`src/rtl/ex_stage_mc.sv`:
```
// ex_stage_mc -- multi-cycle execute stage.
//
// Single-cycle ops: ADD, SUB, AND, NOR and LHB, plus shifts by zero.
// These load the result register on the accept edge.
// Shifts by N>0 run one bit per clock in a working register and
// deliver their result N edges after the accept edge.
// The result register holds dst and its flags under a valid/ready handshake.
//
// Ports
//   clk, rst            clock, synchronous active-high reset
//   in_valid/in_ready   operation request / stage can accept
//   func                000 ADD, 001 SUB, 010 AND, 011 NOR,
//                       100 SLL, 101 SRL, 110 SRA, 111 LHB
//   shamt               shift amount
//   src1sel             0: src1 = p1, 1: src1 = sign-extended imm
//   src0, p1, imm       operands
//   out_valid/out_ready result handshake
//   dst, zr, ov, neg    registered result, zero, signed overflow, negative

module ex_stage_mc #(
   parameter int WIDTH   = 16,
   parameter int IMM_W   = 8,
   parameter int SHAMT_W = 4,
   parameter int SAT     = 0
) (
   input  logic               clk,
   input  logic               rst,
   input  logic               in_valid,
   output logic               in_ready,
   input  logic [2:0]         func,
   input  logic [SHAMT_W-1:0] shamt,
   input  logic               src1sel,
   input  logic [WIDTH-1:0]   src0,
   input  logic [WIDTH-1:0]   p1,
   input  logic [IMM_W-1:0]   imm,
   output logic               out_valid,
   input  logic               out_ready,
   output logic [WIDTH-1:0]   dst,
   output logic               zr,
   output logic               ov,
   output logic               neg
);

   localparam logic [2:0] FN_ADD = 3'b000;
   localparam logic [2:0] FN_SUB = 3'b001;
   localparam logic [2:0] FN_AND = 3'b010;
   localparam logic [2:0] FN_NOR = 3'b011;
   localparam logic [2:0] FN_SLL = 3'b100;
   localparam logic [2:0] FN_SRL = 3'b101;
   localparam logic [2:0] FN_SRA = 3'b110;
   localparam logic [2:0] FN_LHB = 3'b111;

   localparam logic               SAT_EN    = (SAT != 0);
   localparam logic [WIDTH-1:0]   SMAX      = {1'b0, {(WIDTH-1){1'b1}}};
   localparam logic [WIDTH-1:0]   SMIN      = {1'b1, {(WIDTH-1){1'b0}}};
   localparam logic [WIDTH-1:0]   ZERO_W    = {WIDTH{1'b0}};
   localparam logic [SHAMT_W-1:0] CNT_ZERO  = {SHAMT_W{1'b0}};
   localparam logic [SHAMT_W-1:0] CNT_ONE   = {{(SHAMT_W-1){1'b0}}, 1'b1};

   typedef enum logic [0:0] {
      IDLE  = 1'b0,
      SHIFT = 1'b1
   } state_t;

   state_t             state_r;
   state_t             state_nx_s;
   logic [SHAMT_W-1:0] cnt_r;
   logic [WIDTH-1:0]   work_r;
   logic [1:0]         kind_r;

   logic [WIDTH-1:0]   dst_r;
   logic               zr_r;
   logic               ov_r;
   logic               neg_r;
   logic               out_valid_r;

   logic [WIDTH-1:0]   src1_s;
   logic [WIDTH-1:0]   sum_s;
   logic [WIDTH-1:0]   diff_s;
   logic               add_ov_s;
   logic               sub_ov_s;
   logic [WIDTH-1:0]   alu_res_s;
   logic               alu_ov_s;
   logic [WIDTH-1:0]   step_s;
   logic               in_ready_s;
   logic               accept_s;
   logic               is_shift_s;
   logic               start_shift_s;
   logic               load_s;
   logic [WIDTH-1:0]   res_s;
   logic               res_ov_s;

   // Saturation value follows the sign of src0: only same-sign-as-src0 overflow is possible.
   function automatic logic [WIDTH-1:0] sat_value(input logic src0_neg);
      return src0_neg ? SMIN : SMAX;
   endfunction

   assign src1_s   = src1sel ? {{(WIDTH-IMM_W){imm[IMM_W-1]}}, imm} : p1;
   assign sum_s    = src0 + src1_s;
   assign diff_s   = src0 - src1_s;
   assign add_ov_s = (src0[WIDTH-1] == src1_s[WIDTH-1]) && (sum_s[WIDTH-1]  != src0[WIDTH-1]);
   assign sub_ov_s = (src0[WIDTH-1] != src1_s[WIDTH-1]) && (diff_s[WIDTH-1] != src0[WIDTH-1]);

   assign is_shift_s = (func == FN_SLL) || (func == FN_SRL) || (func == FN_SRA);
   assign in_ready_s = (state_r == IDLE) && (!out_valid_r || out_ready) && !rst;
   assign accept_s   = in_valid && in_ready_s;

   // Single-cycle ALU result; shift cases only reach dst when shamt is zero.
   always_comb begin
      alu_res_s = src0;
      alu_ov_s  = 1'b0;
      case (func)
         FN_ADD: begin
            alu_ov_s = add_ov_s;
            if (SAT_EN && add_ov_s) begin
               alu_res_s = sat_value(src0[WIDTH-1]);
            end else begin
               alu_res_s = sum_s;
            end
         end
         FN_SUB: begin
            alu_ov_s = sub_ov_s;
            if (SAT_EN && sub_ov_s) begin
               alu_res_s = sat_value(src0[WIDTH-1]);
            end else begin
               alu_res_s = diff_s;
            end
         end
         FN_AND:  alu_res_s = src0 & src1_s;
         FN_NOR:  alu_res_s = ~(src0 | src1_s);
         FN_LHB:  alu_res_s = {imm, src0[WIDTH-IMM_W-1:0]};
         FN_SLL,
         FN_SRL,
         FN_SRA:  alu_res_s = src0;
         default: alu_res_s = src0;
      endcase
   end

   // One-bit shift of the working register; kind_r holds func[1:0] of the shift op.
   always_comb begin
      step_s = work_r;
      case (kind_r)
         2'b00:   step_s = {work_r[WIDTH-2:0], 1'b0};
         2'b01:   step_s = {1'b0, work_r[WIDTH-1:1]};
         2'b10:   step_s = {work_r[WIDTH-1], work_r[WIDTH-1:1]};
         default: step_s = work_r;
      endcase
   end

   // Next-state logic and selection of the value to load into the result register.
   always_comb begin
      state_nx_s    = state_r;
      start_shift_s = 1'b0;
      load_s        = 1'b0;
      res_s         = alu_res_s;
      res_ov_s      = alu_ov_s;
      case (state_r)
         IDLE: begin
            if (accept_s) begin
               if (is_shift_s && (shamt != CNT_ZERO)) begin
                  state_nx_s    = SHIFT;
                  start_shift_s = 1'b1;
               end else begin
                  load_s = 1'b1;
               end
            end else begin
               state_nx_s = IDLE;
            end
         end
         SHIFT: begin
            if (cnt_r == CNT_ONE) begin
               state_nx_s = IDLE;
               load_s     = 1'b1;
               res_s      = step_s;
               res_ov_s   = 1'b0;
            end else begin
               state_nx_s = SHIFT;
            end
         end
         default: begin
            state_nx_s = IDLE;
         end
      endcase
   end

   // FSM state, shift counter and working register.
   always_ff @(posedge clk) begin
      if (rst) begin
         state_r <= IDLE;
         cnt_r   <= CNT_ZERO;
         work_r  <= ZERO_W;
         kind_r  <= 2'b00;
      end else begin
         state_r <= state_nx_s;
         if (start_shift_s) begin
            cnt_r  <= shamt;
            work_r <= src0;
            kind_r <= func[1:0];
         end else if (state_r == SHIFT) begin
            cnt_r  <= cnt_r - CNT_ONE;
            work_r <= step_s;
         end else begin
            cnt_r  <= cnt_r;
            work_r <= work_r;
         end
      end
   end

   // Result register: a new load wins over a same-edge drain, otherwise hold under backpressure.
   always_ff @(posedge clk) begin
      if (rst) begin
         dst_r       <= ZERO_W;
         zr_r        <= 1'b0;
         ov_r        <= 1'b0;
         neg_r       <= 1'b0;
         out_valid_r <= 1'b0;
      end else if (load_s) begin
         dst_r       <= res_s;
         zr_r        <= (res_s == ZERO_W);
         ov_r        <= res_ov_s;
         neg_r       <= res_s[WIDTH-1];
         out_valid_r <= 1'b1;
      end else if (out_ready) begin
         out_valid_r <= 1'b0;
      end else begin
         out_valid_r <= out_valid_r;
      end
   end

   assign in_ready  = in_ready_s;
   assign out_valid = out_valid_r;
   assign dst       = dst_r;
   assign zr        = zr_r;
   assign ov        = ov_r;
   assign neg       = neg_r;

endmodule

```
`config.mk`:
```
export PLATFORM = sky130hd
export DESIGN_NAME = ex_stage_mc
export DESIGN_NICKNAME = d
export VERILOG_FILES = /design/src/rtl/ex_stage_mc.sv
export SDC_FILE = /design/constraint.sdc
export NUM_CORES = 1
export LEC_CHECK = 0
export CAP_MARGIN = 20
export CORE_AREA = 2 2 118 120
export CTS_CLUSTER_DIAMETER = 150
export DETAILED_ROUTE_END_ITERATION = 10
export DIE_AREA = 0 0 120 122
export PLACE_DENSITY = 0.57
export REMOVE_ABC_BUFFERS = 1
export SYNTH_ARGS = -nofsm -noshare
export SYNTH_HDL_FRONTEND = slang
export SYNTH_SLANG_ARGS = --single-unit
```
`constraint.sdc`:
```
create_clock -name clk -period 12.2 [get_ports clk]
set_clock_uncertainty 0.1 [all_clocks]
set_input_delay 2.44 -clock clk [delete_from_list [all_inputs] [get_ports clk]]
set_output_delay 2.44 -clock clk [all_outputs]
set_load 0.01 [all_outputs]
```
==> results of run 1 <==
[report_power, final]
part	internal, mW	leakage (nW)	total [mW]	switching (mW)
logic	0.0917	2.00	0.222	0.131
clock network	0.0739	0.0694	0.126	0.0520
registers	0.144	0.341	0.149	0.00553
total	0.309	2.41	0.497	0.188
[synth_stat cells (4+ instances only)]
cell type  count  area [sq um]
a211o_1        7         61.31
o21ai_0       37         185.2
and3_1         6         37.54
nor3_1        16         80.08
inv_1         51         191.4
clkbuf_1      29         108.9
nand3_1       12         60.06
a21o_1         4         30.03
or2_2          7         43.79
a221oi_1       4         35.03
mux2i_1       42         420.4
a211oi_1       8         60.06
a21oi_1       63         315.3
nor2b_1        9         56.30
nand2_1       60         225.2
ha_1          50         625.6
nor2_1        56         210.2
nor4_1         6         37.54
a31oi_1        8         50.05
o21ai_1        4         20.02
xor2_1         4         35.03
o221ai_1       7         61.31
o22ai_1        5         31.28
buf_2         11         55.05
xnor2_1        5         43.79
o211ai_1      17         127.6
nand2b_1      19         118.9
o31ai_1        5         37.54
or3_1          6         37.54
dfxtp_1       42         840.8
a22oi_1       14         105.1
[metal layers]
metal | GRT usage [%] | wire length [um] | up-vias
li1 | - | - | 2638
met1 | 32.09 | 8412 | 2627
met2 | 43.36 | 8644 | 158
met3 | 3.184 | 727 | 38
met4 | 8.676 | 614 | 0
met5 | 0 | 0 | -
[tightest hold or removal path, stage by stage (launching register included)]
cell     delay, ns
dfxtp_1       0.31
nand2_1       0.05
a21oi_1       0.05
[path summary, 6_finish.rpt]
path	start	end	slack (ns)	cells after the start
hold / removal	dst[14]	dst[14]	0.35	2
setup reg to reg	cnt_r[1]	zr	9.18	10
hold reg to reg	dst[14]	dst[14]	0.35	2
setup / recovery	src1sel	zr	5.55	13
[state kept, by name (all words and copies together), names as in the netlist]
name,count
out_valid,1
ov,1
kind_r,2
dst,16
cnt_r,4
state_r,1
work_r,16
zr,1
[cells by family (layout without fill, tap and decap cells)]
group           count (synthesis)  after routing  share of synthesized area (%)
xor+xnor                        9              9                          1.529
buf+inv                       100            143                          7.841
compound gates                226            226                          30.01
flops                          42             42                          16.31
mux                            48             48                          9.687
simple gates                  221            221                          21.70
fa+ha+maj                      52             52                          12.92
[area by class of cell]
type | count | area [sq um] | area share, %
clock inverter | 2 | 10.01 | 0.1638
multi-input combinational | 556 | 3914 | 64.06
tap | 180 | 225.2 | 3.686
timing repair buffer | 81 | 788.3 | 12.90
inverter | 55 | 206.4 | 3.379
clock buffer | 5 | 125.1 | 2.048
sequential | 42 | 840.8 | 13.76
[cell usage in the layout (no fill, tap or decap), types with 5 or more instances in the layout]
| cell type | count |
|---|---|
| clkbuf_16 | 5 |
| nor3_1 | 15 |
| clkdlybuf4s50_1 | 72 |
| nand2_1 | 60 |
| nor4_1 | 6 |
| nor2b_1 | 9 |
| dfxtp_1 | 42 |
| ha_1 | 50 |
| a211o_1 | 7 |
| and3_1 | 6 |
| nor2_1 | 56 |
| or3_1 | 6 |
| mux2i_1 | 42 |
| or2_2 | 7 |
| inv_1 | 51 |
| nand3_1 | 12 |
| buf_4 | 9 |
| o21ai_0 | 37 |
| o221ai_1 | 7 |
| o22ai_1 | 5 |
| a22oi_1 | 14 |
| nand2b_1 | 19 |
| o211ai_1 | 17 |
| xnor2_1 | 5 |
| o31ai_1 | 5 |
| a211oi_1 | 8 |
| a21oi_1 | 63 |
| a31oi_1 | 8 |
[through the flow]
| stage | hold slack [ns] | cells | setup slack (ns) | utilization [%] |
|---|---|---|---|---|
| 6_report | 0.3496 | 921 | 5.553 | 45.24 |
| 5_1_grt | 0.3740 | 921 | 5.273 | 45.24 |
| 3_5_place_dp | 0.3453 | 914 | 5.315 | 44.24 |
| 2_1_floorplan | 0.3394 | 653 | 6.828 | - |
| 4_1_cts | 0.3531 | 921 | 5.602 | 45.24 |
| 3_3_place_gp | 0.3432 | 914 | 5.545 | 44.24 |
==> flow_summary.yaml, run 1 <==
outcome:
  status: "finished clean"
synthesis:
  synth_flop_cell: "dfxtp_1"
  ys_seq_area_share_pct: 16.31
  syn_area_sq_um: 5154
  synth-edff-count: 0
  async_flop_share_pct: 0
  avgSynthCellArea_sq_um: 7.384
  synth_cells: 698
  synth-seq-cells: 42
  yosysWarnings: 0
  synthDistinctLibCells: 82
routing:
  drc_errors: 0
  drt-pass1-iter-count: 5
  drt-initial-drc-count: 372
  antenna_left: 0
  wl_per_cell_um: 19.98
  via_count: 5461
  routed_wl_mm: 18.40
  viasPerCell: 5.929
clock_network:
  cts-root-buf: "clkbuf_16"
  htree_levels: 2
  cts_setup_buffers: 0
  cts_inserted_buffers: 5
  clockBufferDepth: 2
  clkSlewWorstSetupHoldPaths_ns: 0.06
  ctsHoldBuffers: 0
  clock_latency_ns: 0.28
  cts_tree: "built"
  clock_sinks: 42
  ctsResizeCount: 0
global_routing:
  grt_overflow: 0
  grt_pass1_vias: 5347
  grt_max_degree: 45
  grt_first_pass_wirelength_mm: 28.75
  antenna_found_initial: 0
  grtUsageTotal_pct: 25.07
sta:
  rsz0062_at_grt: "no"
  slew_headroom_pct: 26.02
  hold_violations: 0
  setup_viol: 0
  fin_setup_tns_ns: 0
  min_period_ns: 6.647
  worst_pin_slew_ns: 1.100
  slew_violations: 0
  period_share_pct: 54.48
  fmax_mhz: 150.5
floorplanning:
  row_count: 43
  floorplan.initialDensity_pct: 38.16
  die_w_um: 120
  dieArea_sq_um: 14640
  top_level_ports: 73
  die_y_um: 122
  core_sq_um: 13500
critical_path:
  crit_path_cell_trace: "clkdlybuf4s50_1 -> clkinv_1 -> a21oi_1 -> ha_1 -> nor4_1 -> o21ai_1 -> and3_1 -> a311oi_1 -> o21ai_0 -> o211a_1 -> nor4_1 -> o2111ai_1 -> nand2_1"
  critPathTopFamily: "buffers and inverters"
  crit_buf_inv: 2
  cp_max_fo: 9
  worstSetupPathType: "primary input to flop"
  cpMaxStageDelayCell: "clkdlybuf4s50_1"
  start_kind: "primary input"
  setup.worst_path.end_class: "flop"
  cpMostUsedCell: "nor4_1"
  arrival_ns: 6.77
  cp.required_ns: 12.32
  cpPeakStageDelay_ns: 0.91
placed_design:
  io_buffer_count: 72
  routabilityCongestion: 0.9699
  post-dp-hpwl_mm: 14.14
  post_dp_cell_area_sq_um: 5974
layout:
  layout-drive-gt1-share_pct: 6.073
  finalNetCount: 845
  stdcell_area_sq_um: 6110
  antennaDiodeCount: 0
  synthToLayoutAreaGrowth_pct: 18.55
  nFillCells: 1405
power:
  p_per_area_nw_per_um2: 81.42
  power_uw: 497.4
  leakage_nw: 2.411
  peakVddDrop_uv: 55.21
worst_hold_path:
  hp-class: "flop to flop"
flow_run:
  cap_violations: 0
Note: power is estimated with default switching activity, not from simulation.
==> run 2, diff against run 1 <==
--- a/config.mk
+++ b/config.mk
@@ -10,7 +10,7 @@
 export CTS_CLUSTER_DIAMETER = 150
 export DETAILED_ROUTE_END_ITERATION = 10
 export DIE_AREA = 0 0 120 122
-export PLACE_DENSITY = 0.57
+export PLACE_DENSITY = 0.59
 export REMOVE_ABC_BUFFERS = 1
 export SYNTH_ARGS = -nofsm -noshare
 export SYNTH_HDL_FRONTEND = slang
==> constraint.sdc (replaced) <==
create_clock -name clk -period 6.1 [get_ports clk]
set_clock_uncertainty 0.1 [all_clocks]
set_input_delay 1.22 -clock clk [delete_from_list [all_inputs] [get_ports clk]]
set_output_delay 1.22 -clock clk [all_outputs]
set_load 0.01 [all_outputs]
==> flow_summary.yaml, run 2 (synthesized netlist as in run 1, its figures left out) <==
layout:
  mostFrequentLayoutCell: "clkdlybuf4s50_1"
  antennaDiodeCount: 0
  layout-drive-gt1-share_pct: 6.952
  most-common-layout-cells: "clkdlybuf4s50_1, a21oi_1, nand2_1, nor2_1, inv_1"
  synthToLayoutAreaGrowth_pct: 20.66
  finalNetCount: 851
critical_path:
  startpoint: "src1sel"
  r2r_slack_ns: 3.02
  arrival_ns: 5.34
  r2r_cells: 11
  critPathTopFamily: "compound AO/OA/AOI/OAI gates"
  setup.worst_path.end_class: "flop"
  r2r_start: "cnt_r[1]"
  start_kind: "primary input"
  cpMaxStageDelayCell: "clkdlybuf4s50_1"
  r2r-end: "zr"
  cp_max_fo: 13
  cp.depth: 14
  crit_path_cell_trace: "clkdlybuf4s50_1 -> buf_4 -> clkinv_1 -> a21oi_1 -> ha_1 -> nor4_1 -> o21ai_1 -> and3_1 -> a311oi_1 -> o21ai_0 -> o211a_1 -> nor4_1 -> o2111ai_1 -> nand2_1"
  cpMostUsedCell: "nor4_1"
  cpPeakStageDelay_ns: 0.65
  worstSetupPathType: "primary input to flop"
  crit_buf_inv: 3
  cp-endpoint: "zr"
  cp.required_ns: 6.24
routing:
  drt-initial-drc-count: 479
  via_count: 5591
  routed_wl_mm: 18.97
  drc_errors: 0
  drt-pass1-iter-count: 5
  wl_per_cell_um: 20.44
  antenna_left: 0
  viasPerCell: 6.025
placed_design:
  pre_cts_slack_ns: 0.6492
  routabilityCongestion: 0.9942
  post-dp-hpwl_mm: 15.27
  io_buffer_count: 72
sta:
  min_period_ns: 5.205
  hold_violations: 0
  slew_violations: 0
  rsz0062_at_grt: "no"
  period_share_pct: 85.33
  worst_pin_slew_ns: 1.047
  fmax_mhz: 192.1
  setup_slack_ns: 0.8950
  fin_setup_tns_ns: 0
  slew_headroom_pct: 29.56
  setup_viol: 0
floorplanning:
  dieArea_sq_um: 14640
  core_sq_um: 13500
  top_level_ports: 73
  floorplan.initialDensity_pct: 38.16
  die_y_um: 122
  die_w_um: 120
  row_count: 43
clock_network:
  cts_setup_buffers: 0
  clockBufferDepth: 2
  ctsHoldBuffers: 0
  htree_levels: 2
  cts-root-buf: "clkbuf_16"
  cts_inserted_buffers: 5
  cts_tree: "built"
  ctsResizeCount: 0
  clock_sinks: 42
  clkSlewWorstSetupHoldPaths_ns: 0.06
  clock_latency_ns: 0.29
power:
  p_per_area_nw_per_um2: 178.5
  leakage_nw: 2.466
  peakVddDrop_uv: 104.6
global_routing:
  grt_max_degree: 44
  grt_pass1_vias: 5384
  grt_overflow: 0
  grt_first_pass_wirelength_mm: 29.41
  grtUsageTotal_pct: 25.85
  antenna_found_initial: 0
outcome:
  status: "finished clean"
flow_run:
  cap_violations: 0
worst_hold_path:
  hp-class: "flop to flop"
run 2: changes by cell type in the layout (fill, tap and decap cells not counted), sizes merged:
cell and delta:
buf +6, bufinv +2, clkbuf +1, clkinv -2
run 2: worst min path at each step:
stage,startpoint,to,slack (ns),cells past startpoint
floorplan,work_r[0],work_r[0],0.34,2
global placement,dst[10],dst[10],0.34,2
detailed placement,dst[7],dst[7],0.34,2
CTS,ov,ov,0.35,2
global route,dst[9],dst[9],0.37,2
finish,ov,ov,0.35,2
run 2: area by class of cell:
class	instances	area (sq um)
Clock buffer	6	138.9
Timing Repair Buffer	87	833.3
Tap cell	180	225.2
Inverter	55	206.4
Multi-Input combinational cell	556	3914
Clock inverter	2	60.06
Fill cell	1381	7286
Sequential cell	42	840.8
run 2: through the flow:
stage          instances  power (mW)  hold slack (ns)  utilization [%]  cell area, sq um
2_1_floorplan        653      0.5750           0.3394                -              4956
3_3_place_gp         920      0.7484           0.3409            44.58              6020
3_5_place_dp         920      0.7519           0.3446            44.58              6020
5_1_grt              928       1.172           0.3691            46.05              6218
6_report             928       1.110           0.3517            46.05              6218
4_1_cts              928       1.112           0.3516            46.05              6218
run 2: power by group:
part	total [mW]	internal [mW]	switching (mW)
Clock	0.358	0.246	0.112
Sequential	0.299	0.287	0.0114
Combinational	0.453	0.186	0.267
run 2: metal layers:
| layer | track usage [%] | up-vias | share of wire [%] |
|---|---|---|---|
| li1 | - | 2650 | - |
| met1 | 33.27 | 2681 | 44 |
| met2 | 43.54 | 213 | 47 |
| met3 | 3.418 | 47 | 4.9 |
| met4 | 10.66 | 0 | 4.2 |
| met5 | 0 | - | 0 |
run 2: worst register-to-register path, delay by kind of cell (launching register included):
kind                       cells  cell delay (ns)
DFF                            1             0.36
AOI/OAI and AO/OA              6             1.50
and+or+nand+nor                3             0.79
buffers and inverters          1             0.07
adders and majority gates      1             0.19
